[src/rtl/chip8_draw_ctrl.sv]
// CHIP-8 DXYN / CLS draw sequencer: fetches sprite rows and drives the display datapath.
// Optional macro CHIP8_DRAW_CLIP_EN: clip sprites at the right and bottom screen edges.
module chip8_draw_ctrl #(
    parameter int ADDR_W = 12
) (
    input  logic              clk,
    input  logic              reset,
    input  logic              start,
    input  logic              cls,
    input  logic [7:0]        vx,
    input  logic [7:0]        vy,
    input  logic [3:0]        n,
    input  logic [ADDR_W-1:0] i_addr,
    output logic              mem_rd,
    output logic [ADDR_W-1:0] mem_addr,
    input  logic [7:0]        mem_data,
    output logic              disp_draw,
    output logic              disp_clear,
    output logic [5:0]        disp_x,
    output logic [4:0]        disp_y,
    output logic [3:0]        disp_row,
    output logic [7:0]        disp_sprite,
    input  logic              disp_collision,
    output logic              busy,
    output logic              done,
    output logic              vf
);

    typedef enum logic [2:0] {
        IDLE,
        FETCH,
        WAIT,
        DRAW,
        COLL,
        CLEAR,
        DONE
    } state_t;

    state_t            state;
    logic [ADDR_W-1:0] base;
    logic [3:0]        rows;
    logic [3:0]        row;
    logic              acc;

    logic              acc_next;
    logic [3:0]        row_next;
    logic              last_row;
    logic [7:0]        sprite_in;
    logic              unused_bits;

    assign busy        = (state != IDLE);
    assign acc_next    = acc | disp_collision;
    assign row_next    = row + 4'd1;
    assign unused_bits = &{1'b0, vx[7:6], vy[7:5]};

`ifdef CHIP8_DRAW_CLIP_EN
    logic [6:0] y_next;

    // Bit 7 lands on disp_x; bits that would fall past column 63 are dropped.
    assign y_next    = {2'b00, disp_y} + {3'b000, row} + 7'd1;
    assign last_row  = (row == rows - 4'd1) || (y_next >= 7'd32);
    assign sprite_in = (disp_x > 6'd56)
                     ? (mem_data & (8'hFF << (disp_x - 6'd56)))
                     : mem_data;
`else
    assign last_row  = (row == rows - 4'd1);
    assign sprite_in = mem_data;
`endif

    always_ff @(posedge clk) begin
        if (reset) begin
            state       <= IDLE;
            base        <= '0;
            rows        <= '0;
            row         <= '0;
            acc         <= 1'b0;
            mem_rd      <= 1'b0;
            mem_addr    <= '0;
            disp_draw   <= 1'b0;
            disp_clear  <= 1'b0;
            disp_x      <= '0;
            disp_y      <= '0;
            disp_row    <= '0;
            disp_sprite <= '0;
            done        <= 1'b0;
            vf          <= 1'b0;
        end else begin
            mem_rd     <= 1'b0;
            disp_draw  <= 1'b0;
            disp_clear <= 1'b0;
            done       <= 1'b0;
            unique case (state)
                IDLE: begin
                    if (cls) begin
                        disp_clear <= 1'b1;
                        state      <= CLEAR;
                    end else if (start) begin
                        disp_x <= vx[5:0];
                        disp_y <= vy[4:0];
                        base   <= i_addr;
                        rows   <= n;
                        row    <= '0;
                        acc    <= 1'b0;
                        if (n == 4'd0) begin
                            done  <= 1'b1;
                            vf    <= 1'b0;
                            state <= DONE;
                        end else begin
                            mem_rd   <= 1'b1;
                            mem_addr <= i_addr;
                            state    <= FETCH;
                        end
                    end
                end
                FETCH: state <= WAIT;
                WAIT: begin
                    disp_sprite <= sprite_in;
                    disp_row    <= row;
                    disp_draw   <= 1'b1;
                    state       <= DRAW;
                end
                DRAW: state <= COLL;
                COLL: begin
                    acc <= acc_next;
                    if (last_row) begin
                        done  <= 1'b1;
                        vf    <= acc_next;
                        state <= DONE;
                    end else begin
                        row      <= row_next;
                        mem_addr <= base + ADDR_W'(row_next);
                        mem_rd   <= 1'b1;
                        state    <= FETCH;
                    end
                end
                CLEAR: begin
                    acc   <= 1'b0;
                    done  <= 1'b1;
                    vf    <= 1'b0;
                    state <= DONE;
                end
                DONE: state <= IDLE;
                default: state <= IDLE;
            endcase
        end
    end

endmodule

[config.mk]
export PLATFORM = sky130hd
export DESIGN_NAME = chip8_draw_ctrl
export DESIGN_NICKNAME = d
export VERILOG_FILES = /design/src/rtl/chip8_draw_ctrl.sv
export SDC_FILE = /design/constraint.sdc
export NUM_CORES = 1
export LEC_CHECK = 0
export CAP_MARGIN = 10
export CORE_ASPECT_RATIO = 0.7
export CORE_UTILIZATION = 51
export DETAILED_ROUTE_END_ITERATION = 8
export PLACE_DENSITY = 0.85
export SYNTH_ARGS = -nofsm -noshare
export SYNTH_HDL_FRONTEND = slang
export SYNTH_SLANG_ARGS = --single-unit
[constraint.sdc]
create_clock -name clk -period 4.3 [get_ports clk]
set_input_delay 0.86 -clock clk [delete_from_list [all_inputs] [get_ports clk]]
set_output_delay 0.86 -clock clk [all_outputs]
set_load 0.02 [all_outputs]
==> metrics.txt <==
outcome=finished clean; YS warnings=0; H-tree depth=3; GR Util All Layers=26.1%; Cell Pwr Density=400 nW/um^2; CP Buf/Inv Count=1; diodes inserted=0; Post-CTS Setup Bufs=0; cell with the most instances after synthesis=nand2_1; Final setup viols=0; clock-pin slew of the registers on the worst-case setup and hold paths=approximately 0.06 ns; Sink Count=64; synth top area cells=dfxtp_1 42%, nand2_1 11%, a21oi_1 8.0%; Clock Latency Late Sink=0.34 ns; CP delay by family, top=buffers and inverters; EDFF count, synth=0; placeable core area=5760 um^2; HP Class=reg -> reg; arrival time at the worst endpoint=1.96 ns; via count=2,875; vias per inst=5.56; first-pass detailed-route iteration total=6; Die H=66.7 um; first-pass GRT wire length=12,400 um; port bufs=80; combinational power share=26.2%; Max Cap Viol=0; critical-path maximum fanout=15; die area=roughly 6300 um^2; # nets final=490; grt ovf=0; Pwr Total=around 1600 uW; total CTS buffers=9; period utilisation layout=approximately 66%; die width=between 90 and 100 um; sw frac=30.8%; #FFs+latches synth=64; Cell variety after synth=56; # hold bufs at CTS=0; Clock Skews=0.00794 ns; Max Fclk=approximately 350 MHz; largest net degree at the start of global routing=35; Leakage=around 0.0014 uW; Post-Synthesis Cells=366; cell taking the most area after synthesis=dfxtp_1; min Tclk post-route=between 2 and 3 ns; post-route ant nets=0; routed wire length=7730 um; Clock Power Share=30.9%; Initial Utilization=53.0%; TritonCTS clock tree=yes; Syn Nets=418; # IOs=86; Synth top area share=a little over two fifths; worst path required time=about 3.4 ns; Peak supply drop=310 uV; RSZ-0062 raised after global routing=no; DRC viols=0; Crit Path Class=reg -> out; sequential fraction of design power=42.9%; Syn Area/Cell=8.34 um^2; area grow syn2layout=32.2%; slew margin rel.=32.6%; DR WL/cell=about 15 um; Cell Chain, Critical Path=or3_1, clkdlybuf4s50_1; vias in the first global route=2,597; Iteration-0 DRC Markers=147; Seq/Total Area, Yosys=42.0%; slowest stage cell on the critical path=clkdlybuf4s50_1; CTS Buffer Depth=2; final-report max-slew violation count=0; number of antenna violations at the first check in global routing=0; Crit. End Element=output port; Least-Margin Pin Slew=1.01 ns; type of origin of the critical path=register; Fin. Hold Viols=0; cell area after placement=3850 um^2; Int Pwr=1120 uW; async set-reset flop share out of synthesis=0%; Psw=approximately 500 uW; critical path's largest stage delay=roughly 0.66 ns; CTS Root Cell=clkbuf_8; post-synthesis cell area=3050 um^2; global placement routability congestion=0.857; dpl hpwl=5430 um; share of layout cells above drive strength 1=about 9.3%; FP Rows=23; Post-CTS Resized=0; top post-synthesis cells by count=88 x nand2_1, 64 x dfxtp_1, 49 x a21oi_1, 19 x nor2_1, 12 x o21ai_0; setup_tns=0 ns; Synth Flop Type=dfxtp_1; post-layout instance area=4040 um^2
cells in the final DEF (no fill, tap or decap), types with 2 or more instances in the layout:
| cell type | n |
|---|---|
| nand2_1 | 88 |
| clkdlybuf4s50_1 | 79 |
| dfxtp_1 | 64 |
| a21oi_1 | 49 |
| nor2_1 | 19 |
| o21ai_0 | 12 |
| clkbuf_8 | 10 |
| inv_1 | 8 |
| o211ai_1 | 6 |
| ha_1 | 6 |
| nand3_1 | 5 |
| xnor2_1 | 5 |
| a21oi_2 | 5 |
| a311oi_2 | 5 |
| nand2b_1 | 4 |
| xor2_1 | 4 |
| nor3_1 | 4 |
| or3_1 | 3 |
| nor2b_1 | 3 |
| nor4b_1 | 3 |
| and3_1 | 3 |
| a31o_2 | 3 |
| o21ai_1 | 3 |
| o31ai_1 | 3 |
| or4_1 | 3 |
| a221oi_1 | 3 |
| mux2i_1 | 3 |
| clkinv_2 | 3 |
| buf_4 | 3 |
| nand3_2 | 2 |
| a211oi_1 | 2 |
| a21o_1 | 2 |
cell type report:
class                           instances  area [um^2]
Fill cell                             505         1720
Inverter                                8         30.0
Sequential cell                        64         1280
Tap cell                               75         93.8
Timing Repair Buffer                   83          818
Clock inverter                          4         45.0
Clock buffer                           11          141
Multi-Input combinational cell        272         1630
path summary, 6_finish.rpt:
path                  startpoint             end  slack (ns)  cells past startpoint
hold / removal    disp_sprite[2]  disp_sprite[2]        0.45                      2
hold reg to reg   disp_sprite[2]  disp_sprite[2]        0.45                      2
setup reg to reg          row[0]     mem_addr[5]        1.58                      9
setup / recovery        state[1]            busy        1.48                      2
stage by stage:
| stage | util [%] | cells | hold WS [ns] | worst slack, ns |
|---|---|---|---|---|
| 5_1_grt | 70.1 | 517 | 0.474 | 1.36 |
| 3_3_place_gp | 66.9 | 502 | 0.441 | 1.39 |
| 4_1_cts | 70.1 | 517 | 0.456 | 1.47 |
| 2_1_floorplan | - | 366 | 0.441 | 2.02 |
| 3_5_place_dp | 66.9 | 502 | 0.447 | 1.35 |
| 6_report | 70.1 | 517 | 0.454 | 1.48 |
flip-flops by register name, summed over array words and instances (netlist names):
| signal | flops |
|---|---|
| disp_row | 4 |
| disp_x | 6 |
| rows | 4 |
| disp_clear | 1 |
| base | 12 |
| disp_draw | 1 |
| mem_addr | 12 |
| done | 1 |
| disp_y | 5 |
| row | 4 |
| acc | 1 |
| mem_rd | 1 |
| vf | 1 |
| disp_sprite | 8 |
| state | 3 |
cells by family (layout without fill, tap and decap cells):
| group | Yosys count | count (layout) | synth area share [%] |
|---|---|---|---|
| xor gates and xnor gates | 10 | 10 | 3.32 |
| buffers and inverters | 30 | 106 | 4.92 |
| DFF | 64 | 64 | 42.0 |
| adders and majority gates | 7 | 7 | 3.12 |
| and+or+nand+nor | 146 | 146 | 22.1 |
| AOI/OAI and AO/OA | 105 | 105 | 23.2 |
| muxes | 4 | 4 | 1.35 |
routing by layer:
metal  GRT usage [%]  part of all wire [%]
met5               0                     0
met4            9.28                   1.4
met3            7.99                   8.0
met2            39.0                    44
met1            35.4                    46
power groups by stage:
| stage | combinational [uW] | clock (uW) | sequential [uW] |
|---|---|---|---|
| 2_1_floorplan | 229 | 0 | 739 |
| 3_3_place_gp | 408 | 0 | 701 |
| 3_5_place_dp | 421 | 0 | 705 |
| 4_1_cts | 423 | 507 | 692 |
| 5_1_grt | 459 | 533 | 698 |
| 6_report | 423 | 499 | 692 |
worst reg2reg max path: stages (launching register included):
cell      delay (ns)
dfxtp_1         0.45
ha_1            0.23
nand2b_1        0.13
nand2_1         0.07
ha_1            0.33
and3_1          0.19
a22oi_1         0.50
nor3_1          0.09
a221oi_1        0.42
a311oi_2        0.16
Power figures use the tool's default switching activity.
